==> config.mk <==
export PLATFORM = sky130hd
export DESIGN_NAME = alu_arbiter
export DESIGN_NICKNAME = d
export VERILOG_FILES = /design/src/rtl/alu_arbiter.sv
export SDC_FILE = /design/constraint.sdc
export NUM_CORES = 1
export LEC_CHECK = 0
export ABC_AREA = 1
export CAP_MARGIN = 20
export CORE_AREA = 4 4 82 84
export CTS_BUF_LIST = sky130_fd_sc_hd__clkbuf_4 sky130_fd_sc_hd__clkbuf_8 sky130_fd_sc_hd__clkbuf_16
export DETAILED_ROUTE_END_ITERATION = 12
export DIE_AREA = 0 0 86 88
export PLACE_DENSITY_LB_ADDON = 0.05
export SYNTH_ARGS = -nofsm -noshare
export SYNTH_HDL_FRONTEND = slang
export SYNTH_SLANG_ARGS = --single-unit
==> constraint.sdc <==
create_clock -name clk -period 2.56 [get_ports clk]
set_input_delay 0.512 -clock clk [delete_from_list [all_inputs] [get_ports clk]]
set_output_delay 0.512 -clock clk [all_outputs]
set_load 0.1 [all_outputs]
==> src/rtl/alu_arbiter.sv <==
// Two-port valid/ready arbiter sharing one ALU (IDLE -> EXEC -> RESP).
// Define ALU_ARB_ZERO_FLAG_EN to add per-port result-is-zero outputs.
module alu_arbiter #(
  parameter bit FIXED_PRIORITY = 1'b0,
  parameter bit RR_INIT        = 1'b0
) (
  input  logic       clk,
  input  logic       rst,
  input  logic       a_req_valid,
  output logic       a_req_ready,
  input  logic [2:0] a_opcode,
  input  logic [7:0] a_op1,
  input  logic [7:0] a_op2,
  output logic       a_rsp_valid,
  input  logic       a_rsp_ready,
  output logic [7:0] a_rsp_data,
  output logic       a_rsp_err,
  input  logic       b_req_valid,
  output logic       b_req_ready,
  input  logic [2:0] b_opcode,
  input  logic [7:0] b_op1,
  input  logic [7:0] b_op2,
  output logic       b_rsp_valid,
  input  logic       b_rsp_ready,
  output logic [7:0] b_rsp_data,
  output logic       b_rsp_err,
`ifdef ALU_ARB_ZERO_FLAG_EN
  output logic       a_rsp_zero,
  output logic       b_rsp_zero,
`endif
  output logic       busy
);

  typedef enum logic [1:0] {
    IDLE,
    EXEC,
    RESP
  } state_t;

  state_t      state;
  logic        gnt;
  logic        ptr;
  logic [2:0]  opc_q;
  logic [7:0]  op1_q;
  logic [7:0]  op2_q;
  logic [7:0]  res_q;
  logic        err_q;

  logic        grant_a;
  logic        grant_b;
  logic        in_exec;
  logic        illegal;
  logic        rsp_hs;
  logic [7:0]  sel;
  logic [7:0]  alu_x;
  logic [7:0]  alu_y;
  logic [7:0]  alu_res;

  always_comb begin
    grant_a = 1'b0;
    if (FIXED_PRIORITY)
      grant_a = a_req_valid;
    else
      grant_a = a_req_valid &
                (~b_req_valid | ~ptr);
    grant_b = b_req_valid & ~grant_a;
  end

  assign in_exec = (state == EXEC);
  assign illegal = (opc_q == 3'd7);
  assign rsp_hs  = gnt ? b_rsp_ready
                       : a_rsp_ready;

  // ALU sees only latched operands, and only in EXEC
  assign alu_x = in_exec ? op1_q : '0;
  assign alu_y = in_exec ? op2_q : '0;

  always_comb begin
    sel = 8'h00;
    if (in_exec) begin
      unique case (opc_q)
        3'd0: sel = 8'h02;
        3'd1: sel = 8'h04;
        3'd2: sel = 8'h08;
        3'd3: sel = 8'h10;
        3'd4: sel = 8'h20;
        3'd5: sel = 8'h40;
        3'd6: sel = 8'h80;
        3'd7: sel = 8'h00;
      endcase
    end
  end

  always_comb begin
    alu_res = 8'h00;
    unique case (1'b1)
      sel[0]:  alu_res = 8'h00;
      sel[1]:  alu_res = alu_x + alu_y;
      sel[2]:  alu_res = alu_x - alu_y;
      sel[3]:  alu_res = alu_x + 8'd1;
      sel[4]:  alu_res = alu_x - 8'd1;
      sel[5]:  alu_res = alu_x & alu_y;
      sel[6]:  alu_res = alu_x | alu_y;
      sel[7]:  alu_res = ~alu_x;
      default: alu_res = 8'h00;
    endcase
  end

  always_ff @(posedge clk) begin
    if (rst) begin
      state <= IDLE;
      gnt   <= 1'b0;
      ptr   <= RR_INIT;
      opc_q <= '0;
      op1_q <= '0;
      op2_q <= '0;
      res_q <= '0;
      err_q <= 1'b0;
    end else begin
      unique case (state)
        IDLE: begin
          if (grant_a | grant_b) begin
            gnt   <= grant_b;
            opc_q <= grant_b ? b_opcode : a_opcode;
            op1_q <= grant_b ? b_op1 : a_op1;
            op2_q <= grant_b ? b_op2 : a_op2;
            state <= EXEC;
          end
        end
        EXEC: begin
          res_q <= illegal ? 8'h00 : alu_res;
          err_q <= illegal;
          state <= RESP;
        end
        RESP: begin
          // pointer moves only on completion
          if (rsp_hs) begin
            ptr   <= ~gnt;
            state <= IDLE;
          end
        end
        default: state <= IDLE;
      endcase
    end
  end

  assign busy        = (state != IDLE);
  assign a_req_ready = (state == IDLE) & grant_a;
  assign b_req_ready = (state == IDLE) & grant_b;
  assign a_rsp_valid = (state == RESP) & ~gnt;
  assign b_rsp_valid = (state == RESP) & gnt;
  assign a_rsp_data  = a_rsp_valid ? res_q : '0;
  assign b_rsp_data  = b_rsp_valid ? res_q : '0;
  assign a_rsp_err   = a_rsp_valid & err_q;
  assign b_rsp_err   = b_rsp_valid & err_q;

`ifdef ALU_ARB_ZERO_FLAG_EN
  logic zero_q;

  always_ff @(posedge clk) begin
    if (rst)
      zero_q <= 1'b0;
    else if (in_exec)
      zero_q <= ~illegal & (alu_res == 8'h00);
  end

  assign a_rsp_zero = a_rsp_valid & zero_q;
  assign b_rsp_zero = b_rsp_valid & zero_q;
`else
  // no zero-detect hardware in this build
`endif

endmodule

# Yosys cells after proc, flatten, opt, wreduce, memory -nomap -nowiden
# Memory sizes are Yosys's and may differ from the RTL's. A register that Yosys moved wholly into a read port is not among the register bits.
# Cells that the tools add are included.
[word_totals] ram_bits=0 output_inout_bits=23 memories=1 register_bits=32 latchBits=0 romBits=56
[memory_table] name="(name not given)" depth=8 word_bits=7 read_ports=1 rd_clocked_by_memory_dff=1 write_ports=0 line="81" source="unique case (opc_q)"
[op_classes] bitwise=17 add_sub_neg=4 magnitude_cmp=0 mux=16 div=0 n_eq_ne=5 mul=0 shifts=0 n_reduce_logical=5
[op_table] operator="$mux 8" n=8
[op_table] operator="$pmux 8 s7" n=1
[op_table] operator="$mux 3" n=3
[op_table] operator="$add 8x1->8 const B" n=1
[op_table] operator="$add 8x8->8" n=1
[op_table] operator="$and 1x1->1" n=8
[op_table] operator="$and 8x8->8" n=1
[op_table] operator="$not 8->8" n=1
[op_table] operator="$or 8x8->8" n=1
[op_table] operator="$sub 8x1->8 const B" n=1
[op_table] operator="$sub 8x8->8" n=1
[op_table] operator="$pmux 2 s3" n=1
[op_table] operator="$reduce_and 2->1" n=3
[op_table] operator="$mux 2" n=2
[op_table] operator="$ne 2x2->1 const B" n=2
[op_table] operator="$not 1->1" n=4
[op_table] operator="$eq 3x3->1 const B" n=1
[op_table] operator="$eq 2x1->1 const B" n=1
[op_table] operator="$eq 2x2->1 const B" n=1
[op_table] operator="$logic_not 2->1" n=1
[op_table] operator="$or 1x1->1" n=2
[op_table] operator="$reduce_bool 2->1" n=1
[op_table] operator="$mux 1" n=1

# Depth between registers and ports, before layout
[depth] ltp_word=9 depth_mapped=20 ltp_nobuf=20

# Least setup slack after synthesis
# OpenSTA, ideal clock, no wires.
[synth_timing] kind="reg2out" from="reg state[1]" to="out a_rsp_data[0]" slack_ns=-1.906 arrival_ns=3.954 stages_incl_launch_ff=7 n_path_buf=0 cell_sequence="dfxtp_1 inv_1 nor2_1 inv_1 nor2_1 clkinv_1 nor2_1"
[synth_between] elab_chain_cells=3
[synth_lines] element="from (decl)" line="40" source="state_t state;"
[synth_lines] element="from (signal assigned)" line="111" source="state <= IDLE;"
[synth_lines] element="from (signal assigned)" line="127" source="state <= EXEC;"
[synth_lines] element="from (signal assigned)" line="133" source="state <= RESP;"
[synth_lines] element="$eq 2x2->1" line="150" source="assign a_rsp_valid = (state == RESP) & ~gnt;"
[synth_lines] element="$and 1x1->1" line="150"
[synth_lines] element="net a_rsp_valid" line="14" source="output logic a_rsp_valid,"
[synth_lines] element="$mux 8" line="152" source="assign a_rsp_data = a_rsp_valid ? res_q : '0;"
[synth_lines] element="to (decl)" line="16" source="output logic [7:0] a_rsp_data,"
# The timed path passes the listed nets, and every way through them passes these cells.

# Worst setup path in the final report
[layout_timing] from="reg state[0]" to="reg res_q[5]"
[layout_between] elab_chain_cells=5
[layout_lines] element="$eq 2x1->1 *" line="69, 120"
[layout_lines] element="$mux 8 (on tied branches)" line="75, 76"
[layout_lines] element="$sub 8x1->8 (tied with other cells)" line="101" source="sel[4]: alu_res = alu_x - 8'd1;"
[layout_lines] element="$pmux 8 s7" line="96" source="unique case (1'b1)"
[layout_lines] element="$mux 8" line="131" source="res_q <= illegal ? 8'h00 : alu_res;"
[layout_lines] element="to (signal assigned)" line="131"
[layout_lines] element="to (decl)" line="46" source="logic [7:0] res_q;"
# Every way passes the cells marked *; elsewhere a longest branch is shown, timed or not.
# A chain may end at the register's enable or synchronous reset.

==> impl_metrics.py <==
metrics = {
    "sta": {
        "fmax_mhz": 396,
        "rsz0062_at_grt": "yes",
        "maxSlewHeadroom_pct": 69.9,
        "finalSetupViolations": 0,
        "clock_skew_ns": 0.00655,
        "period_share_pct": 98.6,
        "drv_slew": 0,
        "min_period_ns": 2.52,
        "worst_pin_slew_ns": 0.447,
        "hold_viol": 0,
    },
    "layout": {
        "final_util_pct": 70.8,
        "fin_area_um2": 4190,
        "finalNonFillerCells": 577,
        "num_antenna_cells": 0,
        "final_common_cell": "nand2_1",
        "drive_gt1_share_pct": 28.1,
        "num-nets-final": 554,
        "area_growth_pct": 61.9,
        "final_cell_mix": "nand2_1 (89), inv_1 (54), nand3_1 (43), clkdlybuf4s50_1 (43), dfxtp_1 (36)",
    },
    "floorplan": {
        "die_area_um2": 7570,
        "core-area_um2": 5920,
        "num_rows": 28,
        "die_h_um": 88,
        "start_util_pct": 43.7,
        "fp.dieW_um": 86,
        "io_pins": 67,
    },
    "logic_synthesis": {
        "synth_top_area_share_pct": 30.2,
        "synth_cell_types": 32,
        "avgSynthCellArea_um2": 6.22,
        "yosys_register_bits": 39,
        "synth.net_count": 468,
        "synthCells": 416,
        "yosysWarnings": 0,
        "syn_area_um2": 2590,
        "synthTopCellsByArea": "dfxtp_1 (30%), nand2_1 (14%), inv_1 (9.0%)",
        "seq_area_frac_synth_pct": 30.2,
        "yosysTopAreaCell": "dfxtp_1",
    },
    "power": {
        "pwr-share-comb_pct": 44.5,
        "switching_share_pct": 39.9,
        "power.leakage_nw": 1.72,
        "power_density_nw_per_um2": 506,
        "ir_drop_v": 0.000292,
        "p_clk_share_pct": 20.6,
        "p_sw_w": 0.000846,
        "p_seq_share_pct": 35.0,
        "intPower_w": 0.00127,
    },
    "cts": {
        "clk_latency_ns": 0.30,
        "cts_tree": "built",
        "cts.clk_slew.worst_paths_ns": 0.07,
        "cts_buffers": 5,
        "clk_path_buf_depth": 2,
        "root_buffer": "clkbuf_8",
        "cts_sinks": 39,
        "cts_hold_buf": 0,
        "htree_num_levels": 2,
    },
    "setup_path": {
        "r2r_cells": 18,
        "worstPathRequired_ns": 2.74,
        "start_kind": "flop",
        "cp_slowest_cell": "dfxtp_2",
        "crit_fanout": 7,
        "critPathTopFamily": "simple AND/OR/NAND/NOR gates",
        "cp-end-kind": "flop",
        "crit_cells": 18,
        "path_buf_inv": 4,
        "cp_slowest_stage_delay_ns": 0.34,
        "crit_chain": "inv_2 > nor2_4 > inv_4 > buf_6 > nor2_4 > inv_1 > nand2_1 > a31oi_4 > ha_4 > nand3_1 > nand2_2 > nand2_2 > a21oi_2 > a21boi_1 > o21ai_1 > nand3_1 > nand2_1 > a21oi_1",
        "critical_path_class": "flop to flop",
        "cp_data_arrival_time_ns": 2.71,
    },
    "min_path": {
        "hold_class": "flop to flop",
        "hold_depth": 2,
    },
    "drt": {
        "wire_per_inst_um": 13.6,
        "wirelength_met1_um": 3570,
        "drc": 0,
        "first_pass_iters": 4,
        "met2_length_um": 3670,
        "drt_iter0_markers": 201,
        "top_layer": "met4",
        "wl_met3_um": 457,
        "drt_wl_total_um": 7840,
        "viasPerCell": 5.14,
        "dr_total_vias": 2965,
        "ant_nets": 0,
    },
    "place": {
        "placed_cell_area_um2": 3830,
        "io_buffers": 66,
        "gp_congestion": 0.958,
        "dpl.hpwl_um": 6060,
        "placed_cells": 565,
    },
    "global_routing": {
        "grt_pass1_vias": 2780,
        "grt_pass1_wl_um": 12600,
        "gr-total-overflow": 0,
        "grt_max_degree": 33,
        "antenna_found_initial": 0,
        "groute.usage.overall_pct": 20.6,
    },
    "job": {
        "cap_violations": 0,
    },
    "status": {
        "status": "completed",
    },
}
==> cells in the mapped netlist <==
cell type / instances
inv_2: 2
o21ai_0: 26
a21boi_0: 1
nor2_1: 52
clkinv_1: 3
nor2_4: 5
o2111ai_1: 3
dfxtp_1: 39
nor4_1: 1
o21ai_2: 1
a21oi_1: 27
nor3_1: 2
nand3_2: 1
fa_1: 1
clkbuf_1: 8
o21a_1: 1
inv_1: 62
nor2_2: 2
o31ai_1: 3
a31oi_1: 2
ha_1: 7
buf_1: 1
nand3_1: 45
buf_6: 1
or2_2: 1
o22ai_1: 1
a21oi_2: 1
nand2_2: 1
a211oi_1: 1
buf_2: 3
o211ai_1: 18
nand2_1: 94
==> routing by layer <==
metal | vias to the layer above | GRT usage [%]
met3 | 18 | 4.23
met1 | 1320 | 26.3
met4 | 0 | 4.46
met5 | - | 0
met2 | 95 | 35.9
li1 | 1532 | -
==> power by group through the flow <==
stage | clock network [W] | logic (W) | registers, W
4_1_cts | 0.000445 | 0.000781 | 0.000736
3_5_place_dp | 0 | 0.000777 | 0.000750
5_1_grt | 0.000472 | 0.00103 | 0.000751
2_1_floorplan | 0 | 0.000533 | 0.000732
3_3_place_gp | 0 | 0.000767 | 0.000747
6_report | 0.000436 | 0.000943 | 0.000741
==> repair_timing <==
| action | 4_1_cts | 5_1_grt |
|---|---|---|
| pin swaps | 0 | 25 |
| setup endpoints to repair | 2 | 6 |
| gates resized for setup | 2 | 65 |
| buffers inserted | 0 | 5 |
==> tightest hold or removal path, cell delays in order, from the launching register on <==
cell and delay [ns]:
dfxtp_1 0.31, nand2_1 0.06, a21oi_1 0.06
==> path summary, 6_finish.rpt <==
check	start	endpoint	slack (ns)
hold / removal	res_q[3]$_SDFFE_PP0N_	res_q[3]$_SDFFE_PP0N_	0.47
hold reg to reg	res_q[3]$_SDFFE_PP0N_	res_q[3]$_SDFFE_PP0N_	0.47
setup reg to reg	state[0]$_SDFFE_PP0P_	res_q[5]$_SDFFE_PP0N_	0.04
setup / recovery	state[0]$_SDFFE_PP0P_	res_q[5]$_SDFFE_PP0N_	0.04
==> final cells by class <==
| cell class | instances | area, um^2 |
|---|---|---|
| Clock buffer | 6 | 82.6 |
| Clock inverter | 1 | 8.76 |
| Fill cell | 515 | 1730 |
| Inverter | 67 | 267 |
| Multi-Input combinational cell | 297 | 1870 |
| Sequential cell | 39 | 785 |
| Tap cell | 75 | 93.8 |
| Timing Repair Buffer | 92 | 1080 |
==> cell families after synthesis <==
family,after synthesis,share of synthesized area [%]
AOI/OAI and AO/OA,85,19.6
buffers and inverters,80,12.0
adders and majority gates,8,4.16
DFF,39,30.2
and+or+nand+nor,204,34.0
==> through the flow <==
stage,setup slack (ns),hold WS (ns),total power (W),TNS [ns]
final,0.0355,0.472,0.00212,0
after detailed placement,-0.0556,0.459,0.00153,-0.0818
after floorplan,-0.113,0.425,0.00126,-1.75
after global routing,-0.163,0.484,0.00226,-0.418
after CTS,-0.0188,0.471,0.00196,-0.0188
after global placement,0.0604,0.454,0.00151,0
(Power assumes the default switching activity.)
